[config.mk]
export PLATFORM = sky130hd
export DESIGN_NAME = ram_readback_tx
export DESIGN_NICKNAME = d
export VERILOG_FILES = /design/src/rtl/uart_pkg.sv /design/src/rtl/uart_baud_tick.sv /design/src/rtl/ram_readback_tx.sv
export SDC_FILE = /design/constraint.sdc
export NUM_CORES = 1
export LEC_CHECK = 0
export CAP_MARGIN = 5
export CORE_UTILIZATION = 51
export DETAILED_ROUTE_END_ITERATION = 7
export GPL_ROUTABILITY_DRIVEN = 0
export HOLD_SLACK_MARGIN = 0.12
export PLACE_DENSITY = 0.82
export SYNTH_ARGS = -nofsm -noshare
export SYNTH_HDL_FRONTEND = slang
export SYNTH_SLANG_ARGS = --single-unit
[constraint.sdc]
create_clock -name clk -period 1.8 [get_ports clk]
set_input_delay 0.36 -clock clk [delete_from_list [all_inputs] [get_ports clk]]
set_output_delay 0.36 -clock clk [all_outputs]
set_load 0.02 [all_outputs]
[src/rtl/uart_pkg.sv]
// Shared UART definitions for the parameter-RAM readback transmitter and the receive path.
package uart_pkg;

    localparam int   DEFAULT_CLKS_PER_BIT = 434;   // 50 MHz / 115200 baud
    localparam logic UART_IDLE_LEVEL      = 1'b1;
    localparam int   UART_DATA_BITS       = 8;

    typedef enum logic [2:0] {
        ST_IDLE,
        ST_FETCH,
        ST_LATCH,
        ST_START,
        ST_DATA,
        ST_STOP,
        ST_DONE
    } tx_state_t;

endpackage

[src/rtl/uart_baud_tick.sv]
// Free-running bit-period counter: one-cycle tick on the last cycle of every CLKS_PER_BIT window.
module uart_baud_tick
    import uart_pkg::*;
#(
    parameter int CLKS_PER_BIT = DEFAULT_CLKS_PER_BIT
) (
    input  logic clk,
    input  logic rst_n,
    input  logic i_clear,
    output logic o_tick
);

    localparam int                CNT_W = (CLKS_PER_BIT > 1) ? $clog2(CLKS_PER_BIT) : 1;
    localparam logic [CNT_W-1:0]  LAST  = CNT_W'(CLKS_PER_BIT - 1);

    logic [CNT_W-1:0] r_cnt;

    always_ff @(posedge clk or negedge rst_n) begin
        if (!rst_n) begin
            r_cnt <= '0;
        end else if (i_clear || (r_cnt == LAST)) begin
            r_cnt <= '0;
        end else begin
            r_cnt <= r_cnt + 1'b1;
        end
    end

    // A clear restarts the window, so it must also suppress a coincident tick.
    assign o_tick = (r_cnt == LAST) && !i_clear;

endmodule

[src/rtl/ram_readback_tx.sv]
// Reads NUM_BYTES bytes from the parameter RAM starting at BASE_ADDR and sends each as UART 8N1.
module ram_readback_tx
    import uart_pkg::*;
#(
    parameter int         CLKS_PER_BIT = DEFAULT_CLKS_PER_BIT,
    parameter logic [7:0] BASE_ADDR    = 8'd4,
    parameter int         NUM_BYTES    = 4
) (
    input  logic       clk,
    input  logic       rst_n,
    input  logic       start,
    output logic [7:0] rd_addr,
    output logic       rd_en,
    input  logic [7:0] rd_data,
    output logic       tx,
    output logic       busy,
    output logic       done
);

    localparam logic [8:0] LAST_BYTE = 9'(NUM_BYTES - 1);
    localparam logic [2:0] LAST_BIT  = 3'(UART_DATA_BITS - 1);

    tx_state_t  r_state, w_state_next;
    logic [7:0] r_addr, w_addr_next;
    logic [7:0] r_shift, w_shift_next;
    logic [2:0] r_bit_cnt, w_bit_cnt_next;
    logic [8:0] r_byte_cnt, w_byte_cnt_next;
    logic       r_tx, w_tx_next;
    logic       r_busy, w_busy_next;
    logic       r_done, w_done_next;
    logic       r_rd_en, w_rd_en_next;
    logic       w_baud_clear;
    logic       w_tick;

    uart_baud_tick #(
        .CLKS_PER_BIT (CLKS_PER_BIT)
    ) u_baud (
        .clk     (clk),
        .rst_n   (rst_n),
        .i_clear (w_baud_clear),
        .o_tick  (w_tick)
    );

    always_ff @(posedge clk or negedge rst_n) begin
        if (!rst_n) begin
            r_state    <= ST_IDLE;
            r_addr     <= BASE_ADDR;
            r_shift    <= '0;
            r_bit_cnt  <= '0;
            r_byte_cnt <= '0;
            r_tx       <= UART_IDLE_LEVEL;
            r_busy     <= 1'b0;
            r_done     <= 1'b0;
            r_rd_en    <= 1'b0;
        end else begin
            r_state    <= w_state_next;
            r_addr     <= w_addr_next;
            r_shift    <= w_shift_next;
            r_bit_cnt  <= w_bit_cnt_next;
            r_byte_cnt <= w_byte_cnt_next;
            r_tx       <= w_tx_next;
            r_busy     <= w_busy_next;
            r_done     <= w_done_next;
            r_rd_en    <= w_rd_en_next;
        end
    end

    always_comb begin
        w_state_next    = r_state;
        w_addr_next     = r_addr;
        w_shift_next    = r_shift;
        w_bit_cnt_next  = r_bit_cnt;
        w_byte_cnt_next = r_byte_cnt;
        w_baud_clear    = 1'b0;

        case (r_state)
            ST_IDLE: begin
                if (start) begin
                    w_state_next = ST_FETCH;
                end
            end
            ST_FETCH: begin
                w_state_next = ST_LATCH;
            end
            ST_LATCH: begin
                w_shift_next = rd_data;
                w_baud_clear = 1'b1;
                w_state_next = ST_START;
            end
            ST_START: begin
                if (w_tick) begin
                    w_bit_cnt_next = '0;
                    w_state_next   = ST_DATA;
                end
            end
            ST_DATA: begin
                if (w_tick) begin
                    w_shift_next = {1'b0, r_shift[7:1]};
                    if (r_bit_cnt == LAST_BIT) begin
                        w_state_next = ST_STOP;
                    end else begin
                        w_bit_cnt_next = r_bit_cnt + 3'd1;
                    end
                end
            end
            ST_STOP: begin
                if (w_tick) begin
                    if (r_byte_cnt == LAST_BYTE) begin
                        w_state_next = ST_DONE;
                    end else begin
                        w_addr_next     = r_addr + 8'd1;
                        w_byte_cnt_next = r_byte_cnt + 9'd1;
                        w_state_next    = ST_FETCH;
                    end
                end
            end
            ST_DONE: begin
                w_addr_next     = BASE_ADDR;
                w_byte_cnt_next = '0;
                w_state_next    = ST_IDLE;
            end
            default: begin
                w_state_next = ST_IDLE;
            end
        endcase

        // Outputs are decoded from the upcoming state so they leave the flops glitch-free.
        w_rd_en_next = (w_state_next == ST_FETCH);
        w_done_next  = (w_state_next == ST_DONE);
        w_busy_next  = (w_state_next != ST_IDLE) && (w_state_next != ST_DONE);
        case (w_state_next)
            ST_START: w_tx_next = ~UART_IDLE_LEVEL;
            ST_DATA:  w_tx_next = w_shift_next[0];
            default:  w_tx_next = UART_IDLE_LEVEL;
        endcase
    end

    assign rd_addr = r_addr;
    assign rd_en   = r_rd_en;
    assign tx      = r_tx;
    assign busy    = r_busy;
    assign done    = r_done;

endmodule
## Yosys cells after proc, flatten, opt, wreduce, memory -nomap -nowiden

Index checks and enable logic that the tools add are counted.

- $add $sub $neg: 4
- Equal/unequal tests: 19
- Multiplexer cells: 22
- Reduce and logical (&&, ||, !) cells: 12

Operators with widths:

| operator | number |
|---|---|
| 8-bit one-hot mux with 2 select lines | 2 |
| 3-bit 2-to-1 mux | 9 |
| 9-bit 2-to-1 mux | 3 |
| 8-bit 2-to-1 mux | 3 |
| 9-bit by 1-bit adder with 9-bit output, second input constant | 2 |
| 3-bit == test, second input constant | 6 |
| 3-bit one-hot mux with 6 select lines | 1 |
| 9-bit one-hot mux with 2 select lines | 1 |
| 3-bit by 2-bit == test with 1-bit output, second input constant | 3 |
| 9-bit by 2-bit == test with 1-bit output, second input constant | 1 |
| 9-bit == test, second input constant | 1 |
| 8-bit by 1-bit adder with 8-bit output, second input constant | 1 |
| 3-bit by 1-bit == test with 1-bit output, second input constant | 2 |
| 2-bit by 1-bit inequality test with 1-bit output, second input constant | 3 |
| 3-bit one-hot mux with 2 select lines | 1 |
| 2-bit nonzero test | 3 |
| 2-bit inequality test, second input constant | 2 |
| 4-bit AND reduction | 1 |
| 3-bit by 1-bit adder with 3-bit output, second input constant | 1 |
| 3-bit zero test | 1 |
| 3-bit inequality test, second input constant | 1 |
| 3-bit AND reduction | 1 |
| 3-bit nonzero test | 1 |
| 1-bit logical AND | 2 |
| 5 further kinds | 5 |

- Register bits: 44
- Input port bits: 11
- Output and inout bits: 12
- Word-level logic and storage cells: 68

## Logic depth before layout (Yosys ltp)

- Word-level depth: 8
- Gate-level depth with buffers: 7
- Mapped depth without buffers: 7

## Cells and area by module

Synthesis repeated with hierarchy kept, for this count alone.

- Cell total of the unflattened synthesis: 213
- Area total of the unflattened synthesis: 2234.6 µm²

Modules (own cells, without submodules):

| module | times used | cells an instance | area an instance (µm²) | sequential area each (µm²) |
|---|---|---|---|---|
| ram_readback_tx | 1 | 165 | 1747.9 | 878.3 |
| uart_baud_tick | 1 | 48 | 486.7 | 225.2 |

## Worst setup path after synthesis

Ideal clock, no wire load.

- Path type: reg-to-reg
- From: reg r_byte_cnt[0]
- To: reg r_addr[6] (netlist: rd_addr[6])
- Setup time: 0.066 ns
- Arrival time: 1.766 ns
- Data required time: 1.734 ns
- Slack: -0.032 ns
- Stages on the path, launching flop included: 7
- Buffers on the path: 0
- Clock period less this slack: 1.832 ns
- Cell sequence: dfrtp_1 ha_1 nor4b_2 a211oi_4 nand3_2 or4_1 nand2_1

- Word-level cells in the longest chain between the ends: 3

Ends and longest elaborated chain:

| what | line | RTL |
|---|---|---|
| start, declared | ram_readback_tx.sv:27 | `logic [8:0] r_byte_cnt, w_byte_cnt_next;` |
| start signal, assigned | ram_readback_tx.sv:60 | `r_byte_cnt <= w_byte_cnt_next;` |
| 9-bit by 2-bit == test with 1-bit output | ram_readback_tx.sv:108 | `if (r_byte_cnt == LAST_BYTE) begin` |
| 2-bit inequality test (no source line) | -- |  |
| 3-bit AND reduction (no source line) | -- |  |
| end signal, assigned | ram_readback_tx.sv:57 | `r_addr <= w_addr_next;` |
| end, declared | ram_readback_tx.sv:24 | `logic [7:0] r_addr, w_addr_next;` |

Every way passes these cells.
A chain may end at the register's enable or synchronous reset.

## Worst setup path after layout

- From: reg r_byte_cnt[1]
- To: reg r_tx (netlist: tx)

- Word-level cells in the longest chain between the ends: 6
- Elaborated cells between the ends (all ways): 7
- Those cells by class: 3 x eq/ne; 4 x mux

Ends and longest elaborated chain:

| what | line | RTL |
|---|---|---|
| 9-bit by 2-bit == test with 1-bit output * | ram_readback_tx.sv:108 |  |
| 3-bit 2-to-1 mux * | ram_readback_tx.sv:108 |  |
| 3-bit 2-to-1 mux * | ram_readback_tx.sv:107 | `if (w_tick) begin` |
| 3-bit one-hot mux with 6 select lines * | ram_readback_tx.sv:76 | `case (r_state)` |
| 3-bit == test or 3-bit by 2-bit == test with 1-bit output (tied branches) | ram_readback_tx.sv:131 | `case (w_state_next)` |
| 1-bit one-hot mux with 2 select lines * | ram_readback_tx.sv:131 |  |
| net w_tx_next | ram_readback_tx.sv:28 | `logic r_tx, w_tx_next;` |
| end signal, assigned | ram_readback_tx.sv:61 | `r_tx <= w_tx_next;` |
| end, declared | ram_readback_tx.sv:28 |  |

Mark *: on every way through the listed nets, which the timed path passes. The rest lies on a longest branch.

==> results.json <==
{
  "ios": 23,
  "final_cell_mix": "dfrtp_1 (42), nand2_1 (37), buf_4 (32)",
  "synth.area.mux_share": 0.0144,
  "wirelength_mm": 5.84,
  "setup_viol": 1,
  "worstPathRequired_ps": 2020,
  "crit_fanout": 3,
  "finalCriticalPeriod_ps": 1800,
  "p_comb_frac": 0.034,
  "wire_per_inst_um": 16.7,
  "area_growth_pct": 33.9,
  "ys_seq_area_frac": 0.470,
  "clk_pin_slew_ps": 90,
  "tritoncts": "yes",
  "synth_nets": 255,
  "layout_commonest_cell": "dfrtp_1",
  "drtIter0Drc": 149,
  "peakVddDrop_mv": 0.473,
  "fin_util": 0.716,
  "h-tree-depth": 2,
  "seqPwrFrac": 0.584,
  "clkLatencyLatePin_ps": 310,
  "synth_compound_area_frac": 0.127,
  "synthFlopType": "dfrtp_1",
  "synth_edf_count": 0,
  "first_pass_iters": 5,
  "yosysTopAreaCellShare": 0.448,
  "crit_start": "r_byte_cnt[1]",
  "cpPeakStageDelay_ps": 380,
  "fmax_mhz": 554,
  "hold_path.startpoint": "r_shift[6]",
  "final_antenna_net_count": 0,
  "io_buffers": 22,
  "floorplan.rows": 24,
  "grt_max_degree": 28,
  "cts_buffer_depth": 2,
  "path_cells": "ha_2 -> nor4b_4 -> and2_4 -> o2111ai_4 -> a221oi_2 -> a31oi_1",
  "dieArea_mm2": 0.00488,
  "worst_pin_slew_ps": 453,
  "final_area_mm2": 0.00314,
  "chipHeight_um": 69.8,
  "status": "finished, violations left",
  "synthAdderAreaFrac": 0.0320,
  "synth_top_family_by_area": "simple AND/OR/NAND/NOR gates",
  "synth_seq_cells": 44,
  "violations": "setup timing",
  "start_util": 0.535,
  "syn_avg_cell_area_um2": 9.86,
  "synthSimpleGateAreaFrac": 0.277,
  "clockPowerShare": 0.382,
  "relSlewSlack": 0.698,
  "yosys.area.top_type": "dfrtp_1",
  "synth_area_mm2": 0.00235,
  "fillers": 314,
  "netlist_instances": 238,
  "synthTopCellsByArea": "dfrtp_1 (45%), nand2_1 (5.9%), nor2_1 (4.0%)",
  "nets": 313,
  "clock_sinks": 44,
  "cpMaxStageDelayCell": "dfrtp_1",
  "slew_violations": 0,
  "async_reset_ff_frac": 1.00,
  "power_density_mw_per_mm2": 546,
  "cp-end-kind": "flip-flop",
  "finalPower_uw": 1710,
  "switching_share": 0.223,
  "cts_buffers": 5,
  "gr-total-overflow": 0,
  "grt_pass1_vias": 2031,
  "fin_skew_ps": 10.6,
  "grt_pass1_wl_mm": 9.72,
  "fp.dieW_um": 69.8,
  "grt_util_all_layers": 0.257,
  "crit-reg2reg-launch": "r_byte_cnt[1]",
  "maxCapViolCount": 0,
  "p_leak_uw": 0.00139,
  "path_class": "reg -> reg",
  "fin_ws_ps": -4.18,
  "p_sw_uw": 382,
  "hold_violations": 0,
  "antennaDiodeCount": 0,
  "drive_gt1_frac": 0.273,
  "cts_root_buffer": "clkbuf_8",
  "drc": 0,
  "fin_crit_sh": 1.00,
  "p_int_uw": 1330,
  "routed_via_density": 5.89,
  "dp_hpwl_mm": 3.81,
  "antenna_found_initial": 0,
  "setup.worst_path.start_class": "flip-flop",
  "coreArea_mm2": 0.00438,
  "placed_area_mm2": 0.00283,
  "rsz0062_at_grt": "true",
  "ys_warn_count": 0,
  "synth.distinct_cells": 56,
  "synth_xor_area_frac": 0.0523,
  "vias": 2056,
  "crit_arrival_ps": 2030,
  "hp-class": "reg -> reg"
}
worst max-delay path, delay by kind of cell (launching register included):
family | cells | cell delay (ps)
AND/OR/NAND/NOR | 2 | 590
adder cells (fa/ha/maj) | 1 | 210
flip-flops | 1 | 380
AO/OA/AOI/OAI | 3 | 520
per-layer routing:
layer	part of all wire	GRT usage	up-vias
li1	-	-	966
met1	0.42	0.316	1019
met2	0.52	0.428	59
met3	0.043	0.0523	12
met4	0.017	0.127	0
met5	0	0	-
logic make-up after synthesis:
kind of cell | after synthesis
DFF | 44
xor gates and xnor gates | 14
AOI/OAI and AO/OA | 42
buffers and inverters | 14
and+or+nand+nor | 115
adders and majority gates | 6
muxes | 3
layout make-up:
type	instances	area [um^2]	share of cell area
inverters	7	26.3	0.00837
multi-input cells	180	1340	0.428
clock inverters	2	10.0	0.00319
repair buffers	58	509	0.162
flip-flops and latches	44	1100	0.351
clock buffers	6	82.6	0.0263
well taps	52	65.1	0.0207
power groups by stage:
stage	sequential (uW)	combinational, uW	clock (uW)
2_1_floorplan	1020	7.16	0
3_3_place_gp	1020	54.2	0
3_5_place_dp	1020	55.5	0
4_1_cts	1000	57.9	659
5_1_grt	1000	65.7	702
6_report	1000	57.5	655
flip-flops by register name, indices dropped and copies added (netlist names):
| register | cells |
|---|---|
| r_byte_cnt | 9 |
| u_baud.r_cnt | 9 |
| r_shift | 8 |
| rd_addr | 8 |
| r_bit_cnt | 3 |
| r_state | 3 |
| busy | 1 |
| done | 1 |
| rd_en | 1 |
| tx | 1 |
synth_stat cells, types with 3 or more instances:
| library cell | number |
|---|---|
| xnor2_1 | 9 |
| nor4b_1 | 3 |
| nand3_1 | 14 |
| nor2_1 | 25 |
| buf_2 | 4 |
| o21ai_0 | 4 |
| o211ai_1 | 4 |
| xor2_1 | 5 |
| a31oi_1 | 3 |
| a21oi_1 | 8 |
| nand2b_1 | 3 |
| and3_1 | 4 |
| o22ai_1 | 4 |
| dfrtp_1 | 42 |
| mux2_2 | 3 |
| ha_1 | 6 |
| nand2_1 | 37 |
| inv_1 | 6 |
| nand3_2 | 3 |
| nor4_1 | 3 |
| a22oi_1 | 6 |
| a22o_1 | 3 |
per-stage QoR:
stage	setup TNS, ps	hold slack [ps]	worst slack (ps)	cells
after floorplan	0	64.4	27.8	238
after global placement	-82.0	327	-31.5	335
after detailed placement	-393	335	-135	335
after CTS	0	491	11.7	345
after global routing	-224	513	-44.2	349
final	-4.18	487	-4.18	349
worst paths after layout:
| path | end | slack, ps | cells after the start |
|---|---|---|---|
| worst min-delay path | r_shift[6] | 490 | 2 |
| max in group asynchronous | tx | 700 | 3 |
| worst max-delay path | tx | -4 | 6 |
| min in group asynchronous | r_byte_cnt[5] | 530 | 2 |
| worst min register to register | r_shift[6] | 490 | 2 |
| worst max register to register | tx | -4 | 6 |
timing repair:
action                                  CTS  global route
resized for setup                        14            18
hold buffers                              1             0
pin swaps                                 1            12
endpoints found under the setup margin   10            19
hold endpoints to repair                 17             0
buffers inserted                          1             4
(Power assumes the default switching activity.)
